### src/rtl/multicycle_control.sv
// Multicycle main-control FSM: fetch/decode/execute/memory/writeback sequencing with memory stall.
// Optional retired-instruction counter enabled by defining MULTICYCLE_INSTRET_EN.
module multicycle_control (
    input  logic       clk,
    input  logic       rst_n,
    input  logic [5:0] opcode,
    input  logic       mem_ready,
    output logic       pcwrite,
    output logic       pcwritecond,
    output logic       iord,
    output logic       memread,
    output logic       memwrite,
    output logic       memtoreg,
    output logic       irwrite,
    output logic [1:0] pcsource,
    output logic       aluop1,
    output logic       aluop0,
    output logic       alusrca,
    output logic [1:0] alusrcb,
    output logic       regwrite,
    output logic       regdst,
    output logic [3:0] state,
    output logic       illegal
`ifdef MULTICYCLE_INSTRET_EN
    ,
    output logic [31:0] instret
`endif
);

    // state  | meaning
    // FETCH  | read instruction, PC+4 (stalls on mem_ready)
    // DECODE | register read, branch target, opcode dispatch
    // MEMADR | effective address for lw/sw
    // MEMRD  | data read (stalls on mem_ready)
    // MEMWB  | load writeback
    // MEMWR  | data write (stalls on mem_ready)
    // EXEC   | R-type ALU operation
    // RWB    | R-type writeback
    // BRANCH | beq compare and conditional PC write
    // JUMP   | jump target to PC
    localparam logic [3:0] S_FETCH  = 4'd0;
    localparam logic [3:0] S_DECODE = 4'd1;
    localparam logic [3:0] S_MEMADR = 4'd2;
    localparam logic [3:0] S_MEMRD  = 4'd3;
    localparam logic [3:0] S_MEMWB  = 4'd4;
    localparam logic [3:0] S_MEMWR  = 4'd5;
    localparam logic [3:0] S_EXEC   = 4'd6;
    localparam logic [3:0] S_RWB    = 4'd7;
    localparam logic [3:0] S_BRANCH = 4'd8;
    localparam logic [3:0] S_JUMP   = 4'd9;

    localparam logic [5:0] OP_RTYPE = 6'b000000;
    localparam logic [5:0] OP_LW    = 6'b100011;
    localparam logic [5:0] OP_SW    = 6'b101011;
    localparam logic [5:0] OP_BEQ   = 6'b000100;
    localparam logic [5:0] OP_J     = 6'b000010;

    logic [3:0] state_q;
    logic [3:0] state_d;

    always_ff @(posedge clk) begin
        if (!rst_n) state_q <= S_FETCH;
        else        state_q <= state_d;
    end

    assign state = state_q;

    always_comb begin
        state_d = S_FETCH;
        case (state_q)
            S_FETCH:  state_d = mem_ready ? S_DECODE : S_FETCH;
            S_DECODE: begin
                case (opcode)
                    OP_RTYPE:     state_d = S_EXEC;
                    OP_LW, OP_SW: state_d = S_MEMADR;
                    OP_BEQ:       state_d = S_BRANCH;
                    OP_J:         state_d = S_JUMP;
                    default:      state_d = S_FETCH;
                endcase
            end
            S_MEMADR: state_d = (opcode == OP_SW) ? S_MEMWR : S_MEMRD;
            S_MEMRD:  state_d = mem_ready ? S_MEMWB : S_MEMRD;
            S_MEMWR:  state_d = mem_ready ? S_FETCH : S_MEMWR;
            S_EXEC:   state_d = S_RWB;
            default:  state_d = S_FETCH;
        endcase
    end

    always_comb begin
        pcwrite     = 1'b0;
        pcwritecond = 1'b0;
        iord        = 1'b0;
        memread     = 1'b0;
        memwrite    = 1'b0;
        memtoreg    = 1'b0;
        irwrite     = 1'b0;
        pcsource    = 2'b00;
        aluop1      = 1'b0;
        aluop0      = 1'b0;
        alusrca     = 1'b0;
        alusrcb     = 2'b00;
        regwrite    = 1'b0;
        regdst      = 1'b0;
        illegal     = 1'b0;
        case (state_q)
            S_FETCH: begin
                memread = 1'b1;
                alusrcb = 2'b01;
                irwrite = mem_ready;
                pcwrite = mem_ready;
            end
            S_DECODE: begin
                alusrcb = 2'b11;
                case (opcode)
                    OP_RTYPE, OP_LW, OP_SW, OP_BEQ, OP_J: illegal = 1'b0;
                    default:                              illegal = 1'b1;
                endcase
            end
            S_MEMADR: begin
                alusrca = 1'b1;
                alusrcb = 2'b10;
            end
            S_MEMRD: begin
                memread = 1'b1;
                iord    = 1'b1;
            end
            S_MEMWB: begin
                regwrite = 1'b1;
                memtoreg = 1'b1;
            end
            S_MEMWR: begin
                memwrite = 1'b1;
                iord     = 1'b1;
            end
            S_EXEC: begin
                alusrca = 1'b1;
                aluop1  = 1'b1;
            end
            S_RWB: begin
                regwrite = 1'b1;
                regdst   = 1'b1;
            end
            S_BRANCH: begin
                alusrca     = 1'b1;
                aluop0      = 1'b1;
                pcwritecond = 1'b1;
                pcsource    = 2'b01;
            end
            S_JUMP: begin
                pcwrite  = 1'b1;
                pcsource = 2'b10;
            end
            default: ;
        endcase
        // Reset cycle must never leak a write enable or strobe to the datapath.
        if (!rst_n) begin
            pcwrite     = 1'b0;
            pcwritecond = 1'b0;
            iord        = 1'b0;
            memread     = 1'b0;
            memwrite    = 1'b0;
            memtoreg    = 1'b0;
            irwrite     = 1'b0;
            pcsource    = 2'b00;
            aluop1      = 1'b0;
            aluop0      = 1'b0;
            alusrca     = 1'b0;
            alusrcb     = 2'b00;
            regwrite    = 1'b0;
            regdst      = 1'b0;
            illegal     = 1'b0;
        end
    end

`ifdef MULTICYCLE_INSTRET_EN
    logic retire;

    assign retire = (state_q == S_MEMWB) || (state_q == S_RWB) ||
                    (state_q == S_BRANCH) || (state_q == S_JUMP) ||
                    ((state_q == S_MEMWR) && mem_ready);

    always_ff @(posedge clk) begin
        if (!rst_n)      instret <= 32'd0;
        else if (retire) instret <= instret + 32'd1;
    end
`endif

endmodule

### config.mk
export PLATFORM = sky130hd
export DESIGN_NAME = multicycle_control
export DESIGN_NICKNAME = d
export VERILOG_FILES = /design/src/rtl/multicycle_control.sv
export SDC_FILE = /design/constraint.sdc
export NUM_CORES = 1
export LEC_CHECK = 0
export BUFFER_PORTS_ARGS = -buffer_cell sky130_fd_sc_hd__buf_2
export CAP_MARGIN = 40
export CORE_AREA = 2 2 39 41
export DETAILED_ROUTE_END_ITERATION = 8
export DIE_AREA = 0 0 41 43
export GPL_ROUTABILITY_DRIVEN = 0
export PLACE_DENSITY = 0.69
export SETUP_SLACK_MARGIN = 0.3
export SYNTH_ARGS = -nofsm -noshare
export SYNTH_HDL_FRONTEND = slang
export SYNTH_SLANG_ARGS = --single-unit
export TNS_END_PERCENT = 100
### constraint.sdc
create_clock -name clk -period 1.85 [get_ports clk]
set_input_delay 0.185 -clock clk [delete_from_list [all_inputs] [get_ports clk]]
set_output_delay 0.185 -clock clk [all_outputs]
set_load 0.02 [all_outputs]
==> run_results.csv, run 1 <==
group,metric,value,unit
floorplan,rows,14,
final_layout,syn2layout_area_growth,62.9,%
timing,setup_viol,0,
timing,hold_violations,0,
global_route,track_usage,18.4,%
worst_setup_path,worstPathArrival,1.37,ns
final_layout,fillCellCount,136,
cts,cts-hold-fix-buffers,0,
route,drtIter0Drc,9,
route,post_drt_wl_per_cell,12.2,µm
route,ant_nets,0,
place,dp_hpwl,1120,µm
final_layout,largest_reg_flops,4,
worst_setup_path,cp.required,1.66,ns
yosys,synth_area_per_cell,6.85,µm²
floorplan,die-area,0.00176,mm²
timing,fin_skew,0.00305,ns
route,routed_via_density,5.52,
global_route,grt_max_degree,10,
cts,cts-root-buf,"clkbuf_4",
final_layout,finish.utilization,56.4,%
power,max-vdd-ir-drop,0.000345,V
floorplan,io_pins,30,
power,leakage,0.376,nW
global_route,grt_overflow,0,
worst_setup_path,slowest_delay,0.39,ns
cts,htreeDepth,1,
worst_setup_path,cp_max_fo,8,
worst_setup_path,path_cells,"buf_6 > nand3b_1 > nor3_1 > buf_2",
final_layout,nets,116,
floorplan,core-area,0.00138,mm²
cts,clock_latency,0.24,ns
timing,fmax,643,MHz
yosys,postSynthCellCount,70,
power,power.density,367,mW/mm²
yosys,ys_ff_latch,4,
global_route,grt_pass1_wl,2280,µm
timing,tightest_slew,0.279,ns
timing,rsz0062_at_grt,"true",
final_layout,layout-drive-gt1-share,55.2,%
yosys,ys_seq_area_share,16.7,%
cts,cts_tree,"yes",
timing,finalCritPeriodShare,84.1,%
outcome,status,"completed",
timing,period_minus_slack,1.56,ns
floorplan,initial_core_util,34.6,%
yosys,synth_warnings,0,
yosys,synth.distinct_cells,32,
worst_setup_path,cp-end-kind,"output pin",
yosys,synth_fp_nets,79,
floorplan,die_h,43,µm
place,place.port_buffers,29,
timing,tns,0,ns
final_layout,antennaDiodeCount,0,
route,dr.pass1.iters,4,
cts,clockBufferDepth,2,
worst_setup_path,start_kind,"register",
timing,slew-limit-headroom,81.3,%
cts,numCtsBuffers,3,
flow_run,maxCapViolCount,0,
global_route,antenna_found_initial,0,
route,drc_errors,0,
floorplan,die_w,41,µm
yosys,netlist_area,479,µm²
route,via_count,668,
min_path,hold_class,"in2reg",
cts,cts.sinks,4,
timing,maxSlewViolCount,0,
cts,clk_pin_slew_worst_paths,0.04,ns
route,wl,1480,µm
worst_setup_path,crit_type,"reg2out",
global_route,grt_pass1_vias,589,
worst_setup_path,cpMaxStageDelayCell,"dfxtp_4",
## worst paths after layout
kind / startpoint / slack (ns) / depth (start not counted) / to
hold reg to reg: state[1] / 0.61 / 3 / state[1]
setup / recovery: state[2] / 0.29 / 4 / aluop1
setup reg to reg: state[0] / 0.42 / 6 / state[0]
hold / removal: opcode[4] / 0.27 / 4 / state[3]
## power by group
group	switching [W]	internal, W	total, W
clock network	0.0000360	0.0000726	0.000109
logic	0.0000521	0.0000394	0.0000914
registers	0.00000192	0.0000846	0.0000865
## stage by stage
stage	worst slack [ns]	area (µm²)	total power, W	hold WS (ns)	instances
after detailed placement	0.333	653	0.000170	0.514	113
after floorplan	0.140	495	0.000138	0.360	70
after CTS	0.258	728	0.000289	0.259	120
final	0.294	781	0.000286	0.272	121
after global routing	0.198	781	0.000308	0.299	121
after global placement	0.369	653	0.000169	0.508	113
## per-layer routing
metal | GRT usage [%] | part of all wire [%] | wire, µm
met5 | 0 | 0 | 0
met4 | 6.00 | 0.88 | 13
met3 | 3.14 | 7.8 | 115
met2 | 32.2 | 52 | 773
met1 | 21.0 | 39 | 576
## cell usage in the layout (no fill, tap or decap), types with 2 or more instances in the layout
master,n
xnor2_1,2
nor3b_1,2
nand2_1,5
nor3_1,4
inv_1,3
buf_4,10
nor3_2,4
o32ai_1,2
nand3b_1,2
nor2_1,10
clkbuf_4,3
buf_2,24
dfxtp_4,3
buf_6,3
nor2b_1,2
nand3_1,2
## logic make-up (layout without fill, tap and decap cells)
| kind of cell | after synthesis | in the layout | synth area share [%] |
|---|---|---|---|
| flip-flops | 4 | 4 | 16.7 |
| buffers and inverters | 8 | 43 | 8.61 |
| XOR/XNOR | 2 | 2 | 3.66 |
| AO/OA/AOI/OAI | 11 | 11 | 19.1 |
| AND/OR/NAND/NOR | 45 | 45 | 52.0 |
## cell type report
cell class	instances	area (µm²)	area share, %
Multi-Input combinational cell	58	405	51.9
Sequential cell	4	92.6	11.9
Timing Repair Buffer	37	229	29.3
Clock buffer	3	22.5	2.88
Tap cell	16	20.0	2.56
Inverter	3	11.3	1.44
## critical path, delay by kind of cell (launching register included)
kind	cells	cell delay, ns
buffers and inverters	2	0.33
DFF	1	0.39
and+or+nand+nor	2	0.41
## repair_timing
action | 4_1_cts | 5_1_grt
gates resized for setup | 8 | 15
buffers inserted | 4 | 1
pin swaps | 1 | 4
cloned | 0 | 0
hold endpoints to repair | 0 | 0
endpoints found under the setup margin | 11 | 11
## cells in the mapped netlist
library cell  instances  share of area [%]
nor2_1               11                8.6
nor3_1                8                8.4
nand2_1               6                4.7
dfxtp_1               4                 17
buf_2                 3                3.1
inv_1                 3                2.3
nor2b_1               3                3.9
a21boi_1              2                3.1
buf_4                 2                3.1
nand3_1               2                2.1
nand3b_1              2                3.1
nor3b_1               2                3.1
o32ai_1               2                3.7
xnor2_1               2                3.7
a21oi_1               1                1.0
a221oi_1              1                1.8
a31oi_1               1                1.3
and2_1                1                1.3
nand2b_1              1                1.3
nand3_2               1                2.1
nand4_1               1                1.3
nand4b_1              1                1.8
nor2_2                1                1.3
nor4b_1               1                1.8
o211a_1               1                2.1
o21a_1                1                1.6
o21ai_1               1                1.0
o311ai_2              1                3.4
or2_1                 1                1.3
or2_2                 1                1.3
or4_1                 1                1.6
or4b_4                1                2.9
(Power assumes the default switching activity.)
==> run 2: changes to the inputs <==
--- a/config.mk
+++ b/config.mk
@@ -5,13 +5,14 @@
 export SDC_FILE = /design/constraint.sdc
 export NUM_CORES = 1
 export LEC_CHECK = 0
+export ABC_AREA = 1
 export BUFFER_PORTS_ARGS = -buffer_cell sky130_fd_sc_hd__buf_2
 export CAP_MARGIN = 40
 export CORE_AREA = 2 2 39 41
 export DETAILED_ROUTE_END_ITERATION = 8
 export DIE_AREA = 0 0 41 43
 export GPL_ROUTABILITY_DRIVEN = 0
-export PLACE_DENSITY = 0.69
+export PLACE_DENSITY = 0.7
 export SETUP_SLACK_MARGIN = 0.3
 export SYNTH_ARGS = -nofsm -noshare
 export SYNTH_HDL_FRONTEND = slang
==> constraint.sdc (replaced) <==
create_clock -name clk -period 1.5 [get_ports clk]
set_input_delay 0.15 -clock clk [delete_from_list [all_inputs] [get_ports clk]]
set_output_delay 0.15 -clock clk [all_outputs]
set_load 0.02 [all_outputs]
==> run_results.csv, run 2 <==
group,metric,value,unit
yosys,synth_area_per_cell,5.44,µm²
route,wl,1470,µm
final_layout,layout-drive-gt1-share,61.4,%
floorplan,rows,14,
cts,clockBufferDepth,2,
yosys,yosysMostFrequentCell,"nor2_1",
cts,cts_tree,"yes",
route,post_drt_wl_per_cell,10.3,µm
timing,period_minus_slack,1.43,ns
yosys,synth.area.top_cells,"nor2_1 18%, dfxtp_1 17%, nand2_1 12%, nand3_1 9.3%, inv_1 5.4%",
cts,htreeDepth,1,
place,post-place-cells,133,
final_layout,nets,137,
worst_setup_path,cp-end-kind,"output pin",
timing,rsz0062_at_grt,"true",
yosys,synth.distinct_cells,20,
route,drtIter0Drc,2,
worst_setup_path,worstPathArrival,1.28,ns
global_route,grt_pass1_vias,577,
final_layout,syn2layout_area_growth,85.3,%
timing,tightest_slew,0.279,ns
floorplan,die-area,0.00176,mm²
cts,cts.sinks,4,
yosys,synth_fp_nets,98,
global_route,grt_overflow,0,
yosys,synth_common_cells,"23 x nor2_1, 16 x nand2_1, 9 x nand3_1",
yosys,netlist_area,484,µm²
final_layout,largest_reg_flops,4,
route,ant_nets,0,
global_route,antenna_found_initial,0,
worst_setup_path,crit_type,"reg2out",
timing,hold_violations,0,
route,drc_errors,0,
yosys,ys_seq_area_share,16.5,%
cts,cts-hold-fix-buffers,0,
final_layout,layout_common_cells,"18 x nor2_1, 18 x buf_4, 13 x buf_2",
timing,tns,0,ns
yosys,async_flop_share,0,%
cts,cts-root-buf,"clkbuf_4",
route,dr.pass1.iters,2,
yosys,synth-edff-count,0,
timing,setup_viol,0,
min_path,hold_class,"in2reg",
route,routed_via_density,4.66,
power,finalPower,0.000381,W
place,place.port_buffers,29,
timing,finalCritPeriodShare,95.1,%
yosys,post-synth-top-area-cell,"nor2_1",
final_layout,antennaDiodeCount,0,
route,via_count,666,
worst_setup_path,setup.worst_path.start,"state[2]",
timing,maxSlewViolCount,0,
timing,slew-limit-headroom,81.3,%
place,dp_hpwl,1080,µm
worst_setup_path,start_kind,"register",
timing,fmax,701,MHz
worst_setup_path,reg2reg_from,"state[2]",
yosys,synth_warnings,0,
global_route,grt_max_degree,12,
power,power.density,424,mW/mm²
global_route,track_usage,18.5,%
power,leakage,0.451,nW
timing,fin_skew,0.00617,ns
cts,clock_latency,0.23,ns
floorplan,die_w,41,µm
final_layout,fin_cells,143,
power,max-vdd-ir-drop,0.000243,V
worst_setup_path,cp_max_fo,4,
cts,numCtsBuffers,3,
floorplan,io_pins,30,
yosys,postSynthCellCount,89,
worst_setup_path,cp.required,1.35,ns
global_route,grt_pass1_wl,2270,µm
flow_run,maxCapViolCount,0,
yosys,ys_ff_latch,4,
floorplan,core-area,0.00138,mm²
floorplan,die_h,43,µm
cts,clk_pin_slew_worst_paths,0.04,ns
outcome,status,"completed",
yosys,synth_top_cell_area_share,17.8,%
min_path,hp-start,"opcode[3]",
yosys,ys.flop_type,"dfxtp_1",
floorplan,initial_core_util,35.0,%
[run 2: changes by cell type after synthesis, sizes merged, moves of 5 or more]
cell,change
nand2,+14
nor3,-6
nand3,+6
nor2,+14
inv,+9
a21oi,+5
[run 2: worst paths after layout]
| kind | to | slack (ns) | depth (start not counted) |
|---|---|---|---|
| setup / recovery | illegal | 0.07 | 6 |
| hold / removal | state[3] | 0.27 | 4 |
| setup reg to reg | state[0] | 0.31 | 7 |
| hold reg to reg | state[3] | 0.65 | 3 |
[run 2: cell type report]
type	count	area, µm²
sequential	4	95.1
fill	120	487
clock buffer	4	26.3
tap	16	20.0
timing repair buffer	37	268
inverter	15	58.8
multi-input combinational	67	429
[run 2: kinds of logic (layout without fill, tap and decap cells)]
family | count (synthesis) | count (layout) | synth area share, %
buffers and inverters | 18 | 56 | 15.5
AOI/OAI and AO/OA | 9 | 9 | 11.6
and+or+nand+nor | 58 | 58 | 56.3
DFF | 4 | 4 | 16.5
[run 2: power by group]
group / switching, W / internal (W)
Combinational: 0.0000740 / 0.0000547
Sequential: 0.00000572 / 0.000104
Clock: 0.0000427 / 0.0000997
[run 2: per-stage QoR]
stage / hold WS [ns] / area (µm²) / setup WS [ns] / util, %
after floorplan: 0.370 / 527 / 0.0357 / -
after global placement: 0.510 / 688 / 0.238 / 49.7
after detailed placement: 0.508 / 688 / 0.213 / 49.7
after CTS: 0.271 / 826 / 0.0932 / 59.7
after global routing: 0.317 / 897 / 0.0219 / 64.8
final: 0.272 / 897 / 0.0728 / 64.8
[run 2: worst max-delay path, cell delays in order (launching register included)]
cell     delay, ns
dfxtp_4       0.35
nor2_4        0.13
inv_2         0.06
nor3_4        0.14
nand2_2       0.11
nor3_4        0.12
buf_6         0.13
[run 2: what timing repair did]
action,CTS,global route
resized for setup,35,10
endpoints found under the setup margin,17,18
pin swaps,5,3
buffers inserted,1,5
[run 2: metal layers]
layer  GRT usage, %  share of wire [%]  up-vias
li1               -                  -      352
met1           20.4                 38      291
met2           31.9                 57       21
met3           3.66                3.9        2
met4           8.00                1.3        0
met5              0                  0        -
==> run 3: changes to the inputs <==
==> constraint.sdc (replaced) <==
create_clock -name clk -period 1.5 [get_ports clk]
set_input_delay 0 -clock clk [delete_from_list [all_inputs] [get_ports clk]]
set_output_delay 0 -clock clk [all_outputs]
set_load 0.02 [all_outputs]
==> run_results.csv, run 3 (synthesized netlist as in run 2, its figures left out) <==
group,metric,value,unit
outcome,status,"completed",
floorplan,initial_core_util,35.0,%
power,p_seq_share,30.0,%
cts,clk_pin_slew_worst_paths,0.04,ns
cts,cts-hold-fix-buffers,0,
floorplan,die-area,0.00176,mm²
power,p_int,0.000249,W
cts,cts-root-buf,"clkbuf_4",
global_route,grt_pass1_vias,567,
cts,cts.sinks,4,
cts,clock_latency,0.24,ns
timing,finalCritPeriodShare,84.3,%
floorplan,io_pins,30,
timing,fin_skew,0.00288,ns
global_route,antenna_found_initial,0,
timing,rsz0062_at_grt,"true",
cts,numCtsBuffers,3,
floorplan,die_h,43,µm
power,max-vdd-ir-drop,0.000404,V
final_layout,layout_common_cells,"20 x nor2_1, 17 x buf_4, 14 x nand2_1, 14 x buf_2, 8 x nand3_1",
worst_setup_path,path_cells,"nor2_4 > buf_4 > nand3_2 > a21oi_1 > buf_4",
route,ant_nets,0,
power,pwr-share-clk,40.6,%
timing,tightest_slew,0.317,ns
min_path,hold_class,"in2reg",
route,via_count,630,
power,finalPower,0.000368,W
worst_setup_path,cp_max_fo,6,
route,dr.pass1.iters,4,
floorplan,core-area,0.00138,mm²
global_route,grt_max_degree,10,
timing,slew-limit-headroom,78.7,%
worst_setup_path,cp-end-kind,"output pin",
place,place.port_buffers,29,
power,leakage,0.420,nW
route,routed_via_density,4.53,
power,p_sw_share,32.4,%
worst_setup_path,crit_type,"reg2out",
timing,maxSlewViolCount,0,
cts,htreeDepth,1,
route,post_drt_wl_per_cell,9.05,µm
floorplan,die_w,41,µm
final_layout,layout-drive-gt1-share,53.7,%
floorplan,rows,14,
worst_setup_path,slowest_delay,0.34,ns
final_layout,finish.utilization,57.7,%
cts,clockBufferDepth,2,
power,pwr-share-comb,29.4,%
timing,period_minus_slack,1.27,ns
final_layout,fillCellCount,134,
place,post-place-cells,132,
route,drtIter0Drc,10,
power,p_sw,0.000119,W
timing,setup_viol,0,
timing,hold_violations,0,
worst_setup_path,worstPathArrival,1.27,ns
final_layout,mostFrequentLayoutCell,"nor2_1",
global_route,grt_pass1_wl,2170,µm
final_layout,syn2layout_area_growth,64.9,%
global_route,track_usage,17.7,%
timing,tns,0,ns
timing,fmax,790,MHz
worst_setup_path,cp.required,1.50,ns
final_layout,fin_cells,139,
global_route,grt_overflow,0,
final_layout,nets,133,
place,dp_hpwl,986,µm
final_layout,largest_reg_flops,4,
final_layout,antennaDiodeCount,0,
route,wl,1260,µm
worst_setup_path,cpMaxStageDelayCell,"dfxtp_2",
route,drc_errors,0,
power,power.density,461,mW/mm²
worst_setup_path,start_kind,"register",
cts,cts_tree,"yes",
flow_run,maxCapViolCount,0,
worst_setup_path,crit_path_frequent_cell,"buf_4",
[run 3: power by group through the flow]
stage               sequential (W)  combinational [W]  clock, W
finish                    0.000110           0.000108  0.000149
global route              0.000110           0.000119  0.000159
CTS                       0.000111           0.000107  0.000155
detailed placement        0.000113          0.0000932         0
global placement          0.000113          0.0000918         0
floorplan                 0.000115          0.0000557         0
[run 3: path summary, 6_finish.rpt]
kind         startpoint  slack (ns)  cells past startpoint        to
min reg2reg    state[0]        0.62                      3  state[3]
max reg2reg    state[2]        0.40                      8  state[2]
max            state[2]        0.23                      5   pcwrite
min           opcode[3]        0.11                      4  state[3]
[run 3: final cells by class]
type / instances / area [µm²] / share of cell area [%]
multi-input combinational: 67 / 383 / 48.0
timing repair buffer: 33 / 220 / 27.6
sequential: 4 / 92.6 / 11.6
inverter: 15 / 56.3 / 7.05
clock buffer: 4 / 26.3 / 3.29
tap: 16 / 20.0 / 2.51
[run 3: critical path, delay by kind of cell, from the launching register on]
kind	cells	cell delay [ns]
buffers and inverters	2	0.31
AO/OA/AOI/OAI	1	0.15
AND/OR/NAND/NOR	2	0.22
flip-flops	1	0.34
[run 3: layer usage]
metal / vias up / global-route usage, % / routed length, µm
met5: - / 0 / 0
met4: 0 / 8.00 / 17
met3: 2 / 0 / 91
met2: 24 / 32.5 / 639
met1: 256 / 19.4 / 509
li1: 348 / - / -
[run 3: metrics by stage]
stage	hold slack, ns	setup WS, ns	cell area, µm²
5_1_grt	0.162	0.157	798
6_report	0.112	0.235	798
3_5_place_dp	0.363	0.255	661
3_3_place_gp	0.359	0.275	661
2_1_floorplan	0.155	0.186	507
4_1_cts	0.115	0.241	764
[run 3: timing repair]
| item | in CTS | in global routing |
|---|---|---|
| endpoints found under the setup margin | 17 | 17 |
| endpoints found under the hold margin | 0 | 0 |
| resized for setup | 20 | 11 |
| pin swaps | 6 | 0 |
| buffers inserted | 2 | 1 |
